$ cat src/rtl/datapath_unit.sv
// Execution datapath: 4-entry register file, 8-op ALU, read-only lookup memory
// and a registered NZCV flag register feeding the controller's branch logic.
module datapath_unit #(
  parameter int unsigned DATA_W    = 8,
  parameter int unsigned LUT_DEPTH = 256,
  // Lookup memory image, entry i at bits [i*DATA_W +: DATA_W]; unlisted entries read 0.
  parameter logic [LUT_DEPTH*DATA_W-1:0] LUT_INIT = '0
) (
  input  logic              clk,
  input  logic              reset,
  input  logic              WE,
  input  logic              ALUorM,
  input  logic [2:0]        ALUCntr,
  input  logic              ALUSrc2,
  input  logic [1:0]        RDst3,
  input  logic [1:0]        RSrc1,
  input  logic [DATA_W-1:0] Src2,
  input  logic [1:0]        ViewSel,
  output logic [3:0]        ALUFlags,
  output logic [DATA_W-1:0] Result,
  output logic [DATA_W-1:0] RegView
);

  localparam int unsigned NUM_REGS = 4;
  localparam int unsigned LUT_AW   = (LUT_DEPTH > 1) ? $clog2(LUT_DEPTH) : 1;

  localparam logic [2:0] OP_ADD = 3'b000;
  localparam logic [2:0] OP_SUB = 3'b001;
  localparam logic [2:0] OP_AND = 3'b010;
  localparam logic [2:0] OP_OR  = 3'b011;
  localparam logic [2:0] OP_XOR = 3'b100;
  localparam logic [2:0] OP_LSL = 3'b101;
  localparam logic [2:0] OP_LSR = 3'b110;
  localparam logic [2:0] OP_MOV = 3'b111;

  logic [DATA_W-1:0] rf_q [NUM_REGS];
  logic [3:0]        flags_q;
  logic [3:0]        flags_d;

  logic [DATA_W-1:0] op_a;
  logic [DATA_W-1:0] op_b;
  logic [DATA_W-1:0] alu_res;
  logic              alu_c;
  logic              alu_v;
  logic [DATA_W:0]   sum_w;
  logic [DATA_W:0]   diff_w;
  logic [DATA_W:0]   lsl_w;
  logic [DATA_W:0]   lsr_w;
  logic [2:0]        sh;

  logic [DATA_W-1:0] rom [LUT_DEPTH];
  logic              lut_hit;
  logic [DATA_W-1:0] lut_rd;

  // Operand fetch: register reads are combinational and see pre-edge contents.
  always_comb begin
    op_a = rf_q[RSrc1];
    op_b = ALUSrc2 ? Src2 : rf_q[Src2[1:0]];
  end

  // Extra bit on the shift vectors captures the last bit shifted out; it is 0 for a zero shift.
  always_comb begin
    sh     = op_b[2:0];
    sum_w  = {1'b0, op_a} + {1'b0, op_b};
    diff_w = {1'b0, op_a} - {1'b0, op_b};
    lsl_w  = {1'b0, op_a} << sh;
    lsr_w  = {op_a, 1'b0} >> sh;
  end

  always_comb begin
    alu_res = '0;
    alu_c   = 1'b0;
    alu_v   = 1'b0;
    unique case (ALUCntr)
      OP_ADD: begin
        alu_res = sum_w[DATA_W-1:0];
        alu_c   = sum_w[DATA_W];
        alu_v   = (op_a[DATA_W-1] == op_b[DATA_W-1]) &&
                  (sum_w[DATA_W-1] != op_a[DATA_W-1]);
      end
      OP_SUB: begin
        alu_res = diff_w[DATA_W-1:0];
        alu_c   = ~diff_w[DATA_W];
        alu_v   = (op_a[DATA_W-1] != op_b[DATA_W-1]) &&
                  (diff_w[DATA_W-1] != op_a[DATA_W-1]);
      end
      OP_AND: alu_res = op_a & op_b;
      OP_OR:  alu_res = op_a | op_b;
      OP_XOR: alu_res = op_a ^ op_b;
      OP_LSL: begin
        alu_res = lsl_w[DATA_W-1:0];
        alu_c   = lsl_w[DATA_W];
      end
      OP_LSR: begin
        alu_res = lsr_w[DATA_W:1];
        alu_c   = lsr_w[0];
      end
      OP_MOV: alu_res = op_b;
      default: alu_res = '0;
    endcase
  end

  // Lookup memory; addresses past the populated depth read 0.
  for (genvar g = 0; g < LUT_DEPTH; g++) begin : g_rom
    assign rom[g] = LUT_INIT[g*DATA_W +: DATA_W];
  end

  always_comb begin
    lut_hit = (32'(alu_res) < LUT_DEPTH);
    lut_rd  = lut_hit ? rom[LUT_AW'(alu_res)] : '0;
  end

  always_comb begin
    Result  = ALUorM ? lut_rd : alu_res;
    RegView = rf_q[ViewSel];
    flags_d = {alu_res[DATA_W-1], (alu_res == '0), alu_c, alu_v};
  end

  // Flags track every executed instruction so WE=0 compares still set them.
  always_ff @(posedge clk) begin
    if (reset) begin
      flags_q <= '0;
    end else begin
      flags_q <= flags_d;
    end
  end

  always_ff @(posedge clk) begin
    if (reset) begin
      for (int i = 0; i < NUM_REGS; i++) begin
        rf_q[i] <= '0;
      end
    end else if (WE) begin
      rf_q[RDst3] <= Result;
    end
  end

  assign ALUFlags = flags_q;

endmodule

$ cat config.mk
export PLATFORM = sky130hd
export DESIGN_NAME = datapath_unit
export DESIGN_NICKNAME = d
export VERILOG_FILES = /design/src/rtl/datapath_unit.sv
export SDC_FILE = /design/constraint.sdc
export NUM_CORES = 1
export LEC_CHECK = 0
export ABC_AREA = 0
export CELL_PAD_IN_SITES_DETAIL_PLACEMENT = 0
export CELL_PAD_IN_SITES_GLOBAL_PLACEMENT = 1
export CORE_MARGIN = 2
export CORE_UTILIZATION = 27
export CTS_BUF_LIST = sky130_fd_sc_hd__clkbuf_16
export CTS_CLUSTER_SIZE = 8
export DETAILED_ROUTE_END_ITERATION = 8
export HOLD_SLACK_MARGIN = 0.05
export PLACE_DENSITY_LB_ADDON = 0.3
export SLEW_MARGIN = 5
export SYNTH_ARGS = -nofsm -noshare
export SYNTH_HDL_FRONTEND = slang
export SYNTH_SLANG_ARGS = --single-unit
export TNS_END_PERCENT = 30
$ cat constraint.sdc
create_clock -name clk -period 11.7 [get_ports clk]
set_input_delay 2.34 -clock clk [delete_from_list [all_inputs] [get_ports clk]]
set_output_delay 2.34 -clock clk [all_outputs]
set_load 0.005 [all_outputs]
Word-level counts from Yosys, hierarchy flattened. Memory sizes are Yosys's and may differ from the RTL's. Cells that the tools add are included. Widths: inputs -> output; s select.

Flip-flop bits (word level): 4. Input port bits: 22. Memories kept: 2. RAM bits: 32. Memory bits (read-only): 2048.

Shift-type cells: 2. Bitwise gates (word level): 5. Muxes and demuxes: 15. $lt $le $gt $ge: 1. Add/sub/neg operators: 2. Equality and inequality tests: 11. Reductions and logical operators: 5.

Memory list: (no name shown) (words 256, bits a word 8, rd ports 1, clocked after Yosys merged registers in 0, write ports 0, line 110) `lut_rd = lut_hit ? rom[LUT_AW'(alu_res)] : '0;`; rf_q (words 4, bits a word 8, rd ports 3, clocked after Yosys merged registers in 0, write ports 4, line 36) `logic [DATA_W-1:0] rf_q [NUM_REGS];`.

Operators with widths (number): $pmux 8 s8 (1); $mux 8 (5); $eq 3x3->1 const B (4); $add 8x8->9 (1); $ge 9x9->1 const B (1); $not 8->9 (1); $shl 8x3->9 (1); $shr 9x3->9 (1); $sub 8x8->9 (1); $and 8x8->8 (1); $logic_not 8->1 (1); $or 8x8->8 (1); $reduce_or 8->1 (1); $xor 8x8->8 (1); $eq 3x2->1 const B (2); $mux 1 (6); $pmux 1 s4 (1); $eq 3x1->1 const B (1); $logic_not 3->1 (1); $ne 1x1->1 (3); $logic_and 1x1->1 (2); $mux 2 (1); $pmux 1 s2 (1); $eq 1x1->1 (1); $not 1->1 (1).

Longest topological paths before layout. An unclocked memory read counts as a cell.

Word-level depth: 10. Mapped depth: 17.

Worst setup path after synthesis. Ideal clock, no wire load.

Path kind: input to output. Start: in Src2[1]. End: out Result[6]. Buffers on the path: 2. Data arrival time: 5.209 ns. Path slack: 4.151 ns. Stages on the path: 17. Data required time: 9.360 ns. Path through: buf_4 -> mux2i_1 -> nor3_2 -> nor2_1 -> inv_1 -> buf_2 -> ha_1 -> inv_1 -> fa_1 -> or2_2 -> a221oi_1 -> nor4b_1 -> nor3_1 -> o31ai_1 -> o21ai_0 -> nand2b_1 -> inv_1.

Word-level cells in the longest chain between the ends: 9. Elaborated cells between the ends (all ways): 15.

Ends and longest elaborated chain: from (decl) (line 17) `input logic [DATA_W-1:0] Src2,`; $mem_v2 4x8; $mux 8 (*) (line 58) `op_b = ALUSrc2 ? Src2 : rf_q[Src2[1:0]];`; $sub 8x8->9, or another cell as far along (line 65) `diff_w = {1'b0, op_a} - {1'b0, op_b};`; $pmux 8 s8 (*) (line 74) `unique case (ALUCntr)`; $not 8->9 (not written as such) (line 110); $mem_v2 256x8; $mux 8 (not written as such) (2 in a row) (line 110); $mux 8 (*) (line 114) `Result = ALUorM ? lut_rd : alu_res;`; to (decl) (line 20) `output logic [DATA_W-1:0] Result,`.

Every way passes the cells marked *; elsewhere a longest branch is shown, timed or not. The select of a mux whose other input is x is not followed.

Final worst setup path.
Start: in Src2[1]. End: out Result[2].

The elaborated chain is that of the path after synthesis.

==> out/metrics.cfg <==
[worst_setup_path]
cp.required_ps=9360
worst_setup_path_start_kind=input port
crit_type=input port to output port
end_kind=output port
cp_slowest_cell=clkdlybuf4s50_1
path_delay_family=buffers and inverters
critPathMaxFanout=21
crit_buf_inv=5
cp_cell_sequence=clkdlybuf4s50_1 > mux2_2 > o21a_1 > nor2_1 > buf_4 > inv_1 > ha_1 > fa_1 > xor2_1 > mux2_2 > o22ai_1 > o41ai_1 > a31oi_1 > nand2b_1 > inv_1 > clkdlybuf4s50_1
max_stage_delay_ps=880
cp_data_arrival_time_ps=7230

[logic_synthesis]
synth-seq-cells=36
synth-xor-area-share_pct=1.070
synth_area_per_cell_um2=8.524
synth_top_family_by_area=compound AO/OA/AOI/OAI gates
synth_compound_area_share_pct=22.87
synthMuxAreaShare_pct=14.74
syn_inst=480
ys_warn_count=0
syn-num-nets=529
yosysTopAreaCellShare_pct=23.49
syn_area_um2=4091
synth_area_leader_cell=edfxtp_1
synth_fa_ha_area_share_pct=8.624
synthDistinctLibCells=67
synthFlopType=edfxtp_1
yosys-top-cells-area=edfxtp_1 23%, mux4_2 12%, ha_1 7.6%, nor2_1 6.1%, a21oi_1 3.9%
async_flop_share_pct=0
synth_edf_count=32
yosys.area_share.simple_pct=20.21
ys_seq_area_share_pct=25.44

[die]
fp.coreArea_um2=14640
rows=44
dieArea_um2=16150
die_w_um=127.1
io_pins=42
initial_core_util_pct=27.94
die_h_um=127.1

[power]
vdd_ir_drop_max_mv=0.07413
combPwrFrac_pct=42.7
leakage_uw=0.001731
swShare_pct=36.51
p_switching_uw=177.1
seq_power_share_pct=31.5
power.density_nw_per_um2=102.4
p_int_uw=308.0
clockPowerShare_pct=25.9

[clock_tree]
cts-resized-gates=0
root_buffer=clkbuf_16
h-tree-depth=2
cts.path.max_buffers=2
cts_setup_buffers=0
cts_inserted_buffers=5
cts.sinks=36
cts_hold_buffers=0
cts_tree=built
worstSkewPairLatency_ps=280
clk_pin_slew_worst_paths_ps=50

[grt]
grt.busiest_layer=met2
grt_use_met1_pct=23.12
grt-ovfl-total=0
antenna_found_initial=0
grt_use_met3_pct=2.010
grt_pass1_vias=3933
grt_max_degree=24
grt_usage_pct=17.57
grtUsageMet2_pct=29.54
grt_first_pass_wirelength_mm=22.29

[timing]
finClkSkew_ps=3.415
worstMarginPinSlew_ps=1078
setup_violations=0
slew_violations=0
slew_headroom_pct=27.46
fmax_ghz=0.1045
finalCritPeriodShare_pct=81.79
setup_slack_ps=2131
finalHoldViolCount=0
setup_tns_ps=0
rsz0062_at_grt=false
period_needed_ps=9569

[place]
dp_cells=675
place.gp.congestion=0.9538
postPlaceCellArea_um2=4598
dp_slack_ps=2122
port_buffers=41
hpwl_mm=10.86

[cells_and_area]
design_area_um2=4736
final_cell_mix=67 x nor2_1, 41 x clkdlybuf4s50_1, 34 x inv_1
stdcell_count=683
num_antenna_cells=0
post-route-util_pct=32.34
area_growth_syn_to_layout_pct=15.75
final_common_cell=nor2_1
layout.nets=547
drive_above_1_share_pct=9.619

[route]
vias_per_cell=5.652
drcViolationCount=0
ant_nets=0
drtIter0Drc=249
vias=3860
wl_mm=13.94
drt_pass1_iterations=5
wl_per_cell_um=20.41

[hold_path]
hp-class=flip-flop to flip-flop

[run_status]
status=finished clean

[flow_run]
cap_viol_max_count=0

-- worst paths after layout --
check	from	to	slack [ps]	cells after the start
max	Src2[1]	Result[2]	2130	16
min	rf_q[0][7]	ALUFlags[1]	1270	4
max reg2reg	rf_q[2][0]	rf_q[1][6]	7620	16
min reg2reg	rf_q[0][7]	ALUFlags[1]	1270	4
-- metal layers --
metal,vias up,wire [µm]
met4,0,450
met5,-,0
li1,1816,-
met2,155,6653
met3,30,756
met1,1859,6082
-- cell families (layout without fill, tap and decap cells) --
group,after synthesis,in the layout
adders and majority gates,27,27
DFF,36,36
muxes,32,32
and+or+nand+nor,176,176
AOI/OAI and AO/OA,136,136
buffers and inverters,68,87
xor gates and xnor gates,5,5
-- power groups by stage --
stage	clock network (µW)	registers (µW)	logic (µW)
3_5_place_dp	0	155	205
4_1_cts	129	152	207
6_report	125	153	207
3_3_place_gp	0	155	206
2_1_floorplan	0	153	140
5_1_grt	132	154	229
-- per-stage QoR --
stage	hold WS (ps)	power [µW]
floorplan	989.9	293.2
global placement	1248	360.4
detailed placement	1285	360.2
CTS	1303	487.7
global route	1373	514.4
finish	1271	485.2
-- worst register-to-register path, cell delays in order (launching register included) --
cell,delay [ps]
edfxtp_1,380
mux2i_1,110
nor3_2,260
nor2_1,70
buf_4,210
inv_1,360
ha_1,300
inv_1,70
fa_1,370
or2_2,310
a221oi_1,440
nor4b_1,280
nor3_1,90
o31ai_1,70
o21ai_0,190
nand2b_1,220
nor2_1,70
-- final cells by class --
| cell class | count | area, µm² |
|---|---|---|
| clock buffers | 5 | 125.1 |
| clock inverters | 3 | 12.51 |
| inverters | 35 | 131.4 |
| well taps | 184 | 230.2 |
| flip-flops and latches | 36 | 1041 |
| fillers | 1545 | 9908 |
| multi-input cells | 376 | 2763 |
| repair buffers | 44 | 432.9 |
-- cells in the mapped netlist, types with 5 or more instances --
library cell and number:
o211ai_1 8, a32oi_1 5, inv_1 32, clkbuf_1 18, nand3_1 16, a21oi_1 32
buf_4 5, buf_2 5, o21ai_0 28, mux2_2 5, a31oi_1 7, nor2_1 67
a211oi_1 6, nand2_1 32, nor2b_1 7, edfxtp_1 32, nor3_1 16, mux4_2 22
o22ai_1 5, nand2b_1 14, ha_1 25
-- registers in the layout, summed over array words and instances (netlist names) --
signal / cells
rf_q: 32
ALUFlags: 4
Note: power is estimated with default switching activity, not from simulation.
